## src/rtl/key_conditioner.sv

```systemverilog
// Push-button front end: per-lane two-flop synchroniser, polarity normalisation,
// consecutive-sample debounce and registered one-cycle press/release pulses.
module key_conditioner #(
   parameter int WIDTH           = 4,
   parameter int DEBOUNCE_CYCLES = 500000,
   parameter bit ACTIVE_LOW      = 1'b0
) (
   input  logic             CLOCK_50,
   input  logic             RESET,
   input  logic [WIDTH-1:0] KEY,
   output logic [WIDTH-1:0] KEY_STABLE,
   output logic [WIDTH-1:0] KEY_PRESS,
   output logic [WIDTH-1:0] KEY_RELEASE
);

   localparam int            CW       = $clog2(DEBOUNCE_CYCLES + 1);
   localparam logic [CW-1:0] CNT_LAST = CW'(DEBOUNCE_CYCLES - 1);
   localparam logic [CW-1:0] CNT_ONE  = CW'(1);
   localparam logic [CW-1:0] CNT_ZERO = CW'(0);

   typedef enum logic {
      RELEASED = 1'b0,
      PRESSED  = 1'b1
   } lane_state_t;

   logic [WIDTH-1:0] r_s1;
   logic [WIDTH-1:0] r_s2;
   logic [WIDTH-1:0] r_press;
   logic [WIDTH-1:0] r_release;
   logic [CW-1:0]    r_cnt   [WIDTH];
   lane_state_t      r_state [WIDTH];
   logic [WIDTH-1:0] w_p;
   logic [WIDTH-1:0] w_stable;

   // Logical sample: 1 means pressed regardless of board polarity.
   assign w_p = r_s2 ^ {WIDTH{ACTIVE_LOW}};

   // Synchroniser, debounce counter and lane state machine for every lane.
   always_ff @(posedge CLOCK_50) begin
      if (RESET) begin
         r_s1      <= {WIDTH{ACTIVE_LOW}};
         r_s2      <= {WIDTH{ACTIVE_LOW}};
         r_press   <= {WIDTH{1'b0}};
         r_release <= {WIDTH{1'b0}};
         for (int i = 0; i < WIDTH; i++) begin
            r_cnt[i]   <= CNT_ZERO;
            r_state[i] <= RELEASED;
         end
      end else begin
         r_s1 <= KEY;
         r_s2 <= r_s1;
         for (int i = 0; i < WIDTH; i++) begin
            if (lane_state_t'(w_p[i]) == r_state[i]) begin
               // A sample matching the accepted level aborts any qualification.
               r_cnt[i]     <= CNT_ZERO;
               r_press[i]   <= 1'b0;
               r_release[i] <= 1'b0;
            end else if (r_cnt[i] == CNT_LAST) begin
               r_cnt[i]     <= CNT_ZERO;
               r_state[i]   <= lane_state_t'(w_p[i]);
               r_press[i]   <= w_p[i];
               r_release[i] <= ~w_p[i];
            end else begin
               r_cnt[i]     <= r_cnt[i] + CNT_ONE;
               r_press[i]   <= 1'b0;
               r_release[i] <= 1'b0;
            end
         end
      end
   end

   // Flatten the per-lane state into the level output.
   always_comb begin
      w_stable = {WIDTH{1'b0}};
      for (int i = 0; i < WIDTH; i++) begin
         w_stable[i] = (r_state[i] == PRESSED) ? 1'b1 : 1'b0;
      end
   end

   assign KEY_STABLE  = w_stable;
   assign KEY_PRESS   = r_press;
   assign KEY_RELEASE = r_release;

endmodule

```

## config.mk

```make
export PLATFORM = sky130hd
export DESIGN_NAME = key_conditioner
export DESIGN_NICKNAME = d
export VERILOG_FILES = /design/src/rtl/key_conditioner.sv
export SDC_FILE = /design/constraint.sdc
export NUM_CORES = 1
export LEC_CHECK = 0
export ABC_AREA = 1
export ABC_CLOCK_PERIOD_IN_PS = 2050
export CAP_MARGIN = 20
export CELL_PAD_IN_SITES_DETAIL_PLACEMENT = 0
export CELL_PAD_IN_SITES_GLOBAL_PLACEMENT = 2
export CORE_ASPECT_RATIO = 1.75
export CORE_MARGIN = 5
export CORE_UTILIZATION = 38
export DETAILED_ROUTE_END_ITERATION = 7
export GPL_ROUTABILITY_DRIVEN = 0
export PLACE_DENSITY_LB_ADDON = 0.15
export SLEW_MARGIN = 20
export SYNTH_ARGS = -nofsm -noshare
export SYNTH_HDL_FRONTEND = slang
export SYNTH_SLANG_ARGS = --single-unit
export TNS_END_PERCENT = 1
```

## constraint.sdc

```tcl
create_clock -name CLOCK_50 -period 2.05 [get_ports CLOCK_50]
set_clock_uncertainty 0.1 [all_clocks]
set_input_delay 0.3075 -clock CLOCK_50 [delete_from_list [all_inputs] [get_ports CLOCK_50]]
set_output_delay 0.3075 -clock CLOCK_50 [all_outputs]
set_load 0.02 [all_outputs]
```

==> reports/summary.json, run 1 <==
{
  "place": {
    "portBuffers": 17,
    "final_hpwl_from_detailed_placement_um": 9020,
    "postPlaceCellArea_um2": 6110
  },
  "logic_synthesis": {
    "biggest_area_contributors_in_the_synthesized_netlist": "edfxtp_1, nor2_1, nand2_1, dfxtp_1, inv_1",
    "asyncSetResetFlopFracSynth": 0,
    "synth-seq-cells": 96,
    "ys_top_cells_by_count": "nor2_1, nand2_1, inv_1, edfxtp_1, nand3_1",
    "synth_enable_flop_cells": 80,
    "yosys.cell_count.top_type": "nor2_1",
    "postSynth.topFlopCell": "edfxtp_1",
    "synth_adder_area_share": 0.00920,
    "yosysTopAreaCell": "edfxtp_1",
    "area_share_of_and_or_nand_nor_cells_after_synthesis": 0.324,
    "synth_top_family_by_area": "simple AND/OR/NAND/NOR gates",
    "syn_area_per_cell_um2": 8.06,
    "synthXorXnorAreaFrac": 0.0676,
    "yosysSeqAreaShare": 0.500,
    "ys.warnings.count": 0,
    "synth-compound-area-share": 0.0283,
    "ys_types": 29,
    "mappedNetlistArea_um2": 5440,
    "muxShareOfSynthArea": 0,
    "netlist.area_leader.share": 0.441,
    "post_synth_inst_count": 675
  },
  "pwr": {
    "power_per_cell_area_nw_per_um2": 658,
    "p_leak_nw": 2.57,
    "p_sw_frac": 0.237,
    "power_frac_clock": 0.383,
    "power.share.sequential": 0.547,
    "ir_drop_uv": 352,
    "power_switching_mw": 1.00,
    "internal_power_mw": 3.22,
    "combinationalPowerShare": 0.071
  },
  "grt": {
    "groute.usage.overall": 0.147,
    "first_pass_grt_wire_length_um": 19900,
    "via_count_of_the_first_global_routing_pass": 4342,
    "global_route.overflow_total": 0,
    "maximum_number_of_pins_on_one_net_before_global_route_repair": 18,
    "number_of_antenna_violations_at_the_first_check_in_global_routing": 0
  },
  "finish": {
    "layout.nets": 789,
    "antenna-diode-count": 0,
    "final-seq-area_um2": 2720,
    "drive_above_1_share": 0.0587,
    "area_of_the_multi_input_gates_um2": 2620,
    "areaGrowthSynthToFinish_pct": 17.8,
    "fillers": 1483,
    "fin_area_um2": 6410
  },
  "timing": {
    "final-setup-viol-count": 0,
    "finalSetupTns_ps": 0,
    "slew_violations": 0,
    "clock.fmax_ghz": 0.528,
    "grt_setup_unrepaired": "no",
    "period_utilisation_layout": 0.924,
    "final_hold_viol_count": 0,
    "time_the_final_worst_path_needs_with_i_o_delays_and_setup_ps": 1890
  },
  "critical_path": {
    "crit_path_end_kind": "flop",
    "cp_max_fo": 17,
    "critical_path_arrival_ps": 1880,
    "critical_path_required_ps": 2040,
    "timing.critical_path.mode_cell": "nor2_1",
    "worstSetupPathType": "reg2reg",
    "max_stage_delay_ps": 440,
    "path_cells": "ha_1 > nand2_1 > nor2_1 > nand3_1 > nand2_2 > nor2_1",
    "critPathLaunchType": "flop",
    "timing.critical_path.slowest_stage_cell": "edfxtp_1"
  },
  "worst_hold_path": {
    "hold_class": "reg2reg"
  },
  "clock_network": {
    "clock_latency_ps": 340,
    "tritoncts_clock_tree": "built",
    "postCtsResizedCells": 0,
    "clockRootBuffer": "clkbuf_16",
    "cts_hold_repair.buffers": 0,
    "postCtsSetupRepairBufs": 0,
    "cts.htree.levels": 3,
    "clkTransAtPathRegs_ps": 70,
    "max_buffers_root_to_sink": 2,
    "cts.sink_count": 96,
    "cts_made_buffers": 9
  },
  "route": {
    "detailedRoute.firstPassIterationCount": 4,
    "detailedRoute.firstIterationViolations": 104,
    "detailroute.via_count": 4261,
    "remaining_drc_errors": 0,
    "antenna_violating_nets_post_route": 0,
    "vias_per_inst": 4.42,
    "routedWlPerCell_um": 11.9,
    "drt_wl_total_um": 11500
  },
  "floorplan": {
    "placement_rows": 58,
    "die_width_um": 100,
    "fp.coreArea_um2": 14200,
    "io-pin-count": 18,
    "floorplan.initialDensity": 0.383,
    "floorplan.die_area_um2": 16900,
    "die-height_um": 168
  },
  "run": {
    "maxCapViolCount": 0
  },
  "status": {
    "status": "completed"
  }
}
[cells by family (layout without fill, tap and decap cells)]
kind of cell | count (synthesis) | count (layout)
buffers and inverters | 91 | 125
AOI/OAI and AO/OA | 27 | 27
xor gates and xnor gates | 42 | 42
adders and majority gates | 4 | 4
and+or+nand+nor | 414 | 414
DFF | 96 | 96
other | 1 | 76
[placed cells by master (no fill, tap or decap)]
| cell type | count |
|---|---|
| nor2_2 | 8 |
| clkbuf_8 | 2 |
| nor3_1 | 7 |
| and2_1 | 2 |
| nand2_2 | 4 |
| nor2_4 | 2 |
| dfxtp_1 | 16 |
| clkinvlp_4 | 2 |
| nand3_1 | 49 |
| inv_1 | 82 |
| edfxtp_1 | 80 |
| conb_1 | 76 |
| xor2_1 | 26 |
| xnor2_1 | 16 |
| nand2_1 | 149 |
| nand3b_1 | 4 |
| o21bai_1 | 1 |
| o21ai_0 | 8 |
| nor2b_1 | 1 |
| buf_12 | 1 |
| nor2_1 | 168 |
| nand3_2 | 5 |
| clkbuf_1 | 3 |
| nand4_1 | 9 |
| or2_2 | 3 |
| a21oi_1 | 16 |
| clkdlybuf4s50_1 | 17 |
| ha_1 | 4 |
| or2_0 | 3 |
| buf_4 | 9 |
| o21bai_4 | 1 |
| o21a_1 | 1 |
| clkbuf_16 | 9 |
[through the flow]
step           utilization  power (mW)  setup WS, ps  instances  hold WS, ps
5_1_grt              0.451        4.42          10.3        964          322
6_report             0.451        4.22           156        964          302
4_1_cts              0.449        4.28          91.2        963          305
3_3_place_gp         0.430        2.64           153        947          299
3_5_place_dp         0.430        2.64          96.9        947          297
2_1_floorplan            -        2.55           410        750          288
[final timing paths]
kind                                   from      endpoint  slack [ps]  cells past startpoint
worst max-delay path            r_cnt[2][0]  r_cnt[2][12]         160                      6
worst min-delay path                r_s1[1]       r_s2[1]         300                      2
worst max register to register  r_cnt[2][0]  r_cnt[2][12]         160                      6
worst min register to register      r_s1[1]       r_s2[1]         300                      2
[layout make-up]
type / instances / area share
inverter: 82 / 0.0480
sequential: 96 / 0.425
multi-input combinational: 563 / 0.408
timing repair buffer: 27 / 0.0402
clock buffer: 14 / 0.0412
tap: 180 / 0.0351
clock inverter: 2 / 0.00234
[power groups by stage]
stage               registers (mW)  logic (mW)  clock network (mW)
detailed placement            2.35       0.292                   0
global route                  2.32       0.349                1.75
global placement              2.35       0.290                   0
finish                        2.31       0.298                1.61
CTS                           2.31       0.295                1.68
floorplan                     2.32       0.225                   0
[flip-flops by register name, summed over array words and instances, names as in the netlist]
signal	count
KEY_PRESS	4
KEY_RELEASE	4
r_cnt	76
r_s1	4
r_s2	4
r_state	4
[worst max-delay path, delay by kind of cell (launching register included)]
family / cells / cell delay, ps
simple gates: 5 / 810
flops: 1 / 440
fa+ha+maj: 1 / 280
[layer usage]
metal,vias up,share of wire,global-route usage
met5,-,0,0
met4,0,0.013,0.0551
met3,11,0.021,0.0207
met2,39,0.54,0.275
met1,1934,0.43,0.165
li1,2277,-,-
No activity file was read; power rests on OpenSTA's default activity.
==> run 2, diff against run 1 <==
- ABC_CLOCK_PERIOD_IN_PS: 2050 -> default
- CORE_UTILIZATION: 38 -> 39
- CTS_CLUSTER_DIAMETER: default -> 40
- DONT_BUFFER_PORTS: default -> 1
==> reports/summary.json, run 2 (synthesis gave the netlist of run 1 again) <==
{
  "clock_network": {
    "clock_latency_ps": 340,
    "cts.sink_count": 96,
    "tritoncts_clock_tree": "built",
    "clkTransAtPathRegs_ps": 70,
    "postCtsSetupRepairBufs": 0,
    "cts_made_buffers": 9,
    "cts.htree.levels": 3,
    "clockRootBuffer": "clkbuf_16",
    "max_buffers_root_to_sink": 2
  },
  "pwr": {
    "power.total_mw": 4.46,
    "ir_drop_uv": 362,
    "p_leak_nw": 2.56,
    "power_per_cell_area_nw_per_um2": 704
  },
  "finish": {
    "drive_above_1_share": 0.0623,
    "layout.nets": 776,
    "areaGrowthSynthToFinish_pct": 16.3,
    "final_cell_count_no_fill": 948,
    "largest_reg_flops": 76,
    "mostFrequentLayoutCells": "nor2_1, nand2_1, inv_1, edfxtp_1, conb_1",
    "largest_register": "r_cnt",
    "layout_commonest_cell": "nor2_1",
    "antenna-diode-count": 0
  },
  "route": {
    "drt_wl_total_um": 11400,
    "topRoutingLayerUsed": "met4",
    "detailroute.via_count": 4178,
    "wl_met1_um": 4970,
    "detailedRoute.firstIterationViolations": 118,
    "wl_met3_um": 192,
    "antenna_violating_nets_post_route": 0,
    "vias_per_inst": 4.41,
    "wl_met2_um": 6050,
    "remaining_drc_errors": 0,
    "routedWlPerCell_um": 12.0,
    "detailedRoute.firstPassIterationCount": 6
  },
  "floorplan": {
    "die-height_um": 166,
    "die_width_um": 99.3,
    "placement_rows": 57,
    "io-pin-count": 18,
    "floorplan.die_area_um2": 16500,
    "floorplan.initialDensity": 0.395,
    "fp.coreArea_um2": 13800
  },
  "critical_path": {
    "worstSetupPathType": "reg2reg",
    "crit_path_end_kind": "flop",
    "cp_max_fo": 8,
    "critical_path_arrival_ps": 1830,
    "critPathLaunchType": "flop",
    "critical_path_required_ps": 2050
  },
  "grt": {
    "global_route.overflow_total": 0,
    "groute.usage.overall": 0.147,
    "maximum_number_of_pins_on_one_net_before_global_route_repair": 18,
    "first_pass_grt_wire_length_um": 19300,
    "via_count_of_the_first_global_routing_pass": 4121,
    "number_of_antenna_violations_at_the_first_check_in_global_routing": 0
  },
  "place": {
    "final_hpwl_from_detailed_placement_um": 8800,
    "place_ws_ps": 199,
    "portBuffers": 0,
    "placed_cells_incl_taps": 927
  },
  "timing": {
    "slew_violations": 0,
    "time_the_final_worst_path_needs_with_i_o_delays_and_setup_ps": 1830,
    "period_utilisation_layout": 0.894,
    "final_hold_viol_count": 0,
    "final-setup-viol-count": 0,
    "post_route_worst_setup_slack_ps": 216,
    "finalSetupTns_ps": 0,
    "clock.fmax_ghz": 0.545,
    "grt_setup_unrepaired": "no"
  },
  "worst_hold_path": {
    "hold_class": "in2reg"
  },
  "status": {
    "status": "completed"
  },
  "run": {
    "maxCapViolCount": 0
  }
}
-- run 2: cell types whose count changed in the layout (fill, tap and decap cells not counted), moves of 2 or more --
cell             previous run  this run
clkdlybuf4s50_1            17         0
dlygate4sd3_1               0         5
clkinvlp_4                  2         0
clkinv_4                    0         2
clkbuf_1                    3         0
bufinv_16                   0         2
-- run 2: area by class of cell --
type / instances / area [µm²]
flip-flops and latches: 96 / 2720
fillers: 1416 / 7430
well taps: 177 / 221
clock buffers: 10 / 239
inverters: 82 / 308
clock inverters: 6 / 91.3
multi-input cells: 563 / 2620
repair buffers: 14 / 130
-- run 2: final timing paths --
| kind | from | to | slack [ps] | depth (start not counted) |
|---|---|---|---|---|
| hold / removal | RESET | KEY_PRESS[3] | 110 | 3 |
| hold reg to reg | r_s1[3] | r_s2[3] | 300 | 2 |
| setup / recovery | r_cnt[3][0] | r_cnt[3][0] | 220 | 7 |
| setup reg to reg | r_cnt[3][0] | r_cnt[3][0] | 220 | 7 |
-- run 2: worst max-delay path: stages (launching register included) --
cell	delay, ps
edfxtp_1	410
ha_1	290
nand2_1	70
nor2_1	210
nand3_1	170
nand2_2	120
buf_4	160
nor2_1	60
-- run 2: what timing repair did --
action,in CTS,in global routing
hold buffers,5,0
resized for setup,0,0
hold endpoints to repair,8,0
-- run 2: through the flow --
| step | area, µm² | utilization | hold slack, ps |
|---|---|---|---|
| after global routing | 6330 | 0.460 | 126 |
| after CTS | 6330 | 0.460 | 90.6 |
| after detailed placement | 5950 | 0.432 | 286 |
| final | 6330 | 0.460 | 110 |
| after floorplan | 5720 | - | 288 |
| after global placement | 5950 | 0.432 | 286 |
-- run 2: routing by layer --
metal / up-vias / global-route usage
met5: - / 0
met4: 0 / 0.0493
met3: 14 / 0.0269
met2: 31 / 0.273
met1: 1880 / 0.165
li1: 2253 / -
-- run 2: power breakdown --
group | internal (mW) | switching [mW] | leakage, nW | total (mW)
combinational | 0.105 | 0.180 | 1.45 | 0.285
clock | 1.11 | 0.753 | 0.163 | 1.86
sequential | 2.21 | 0.0963 | 0.954 | 2.31
total | 3.43 | 1.03 | 2.56 | 4.46
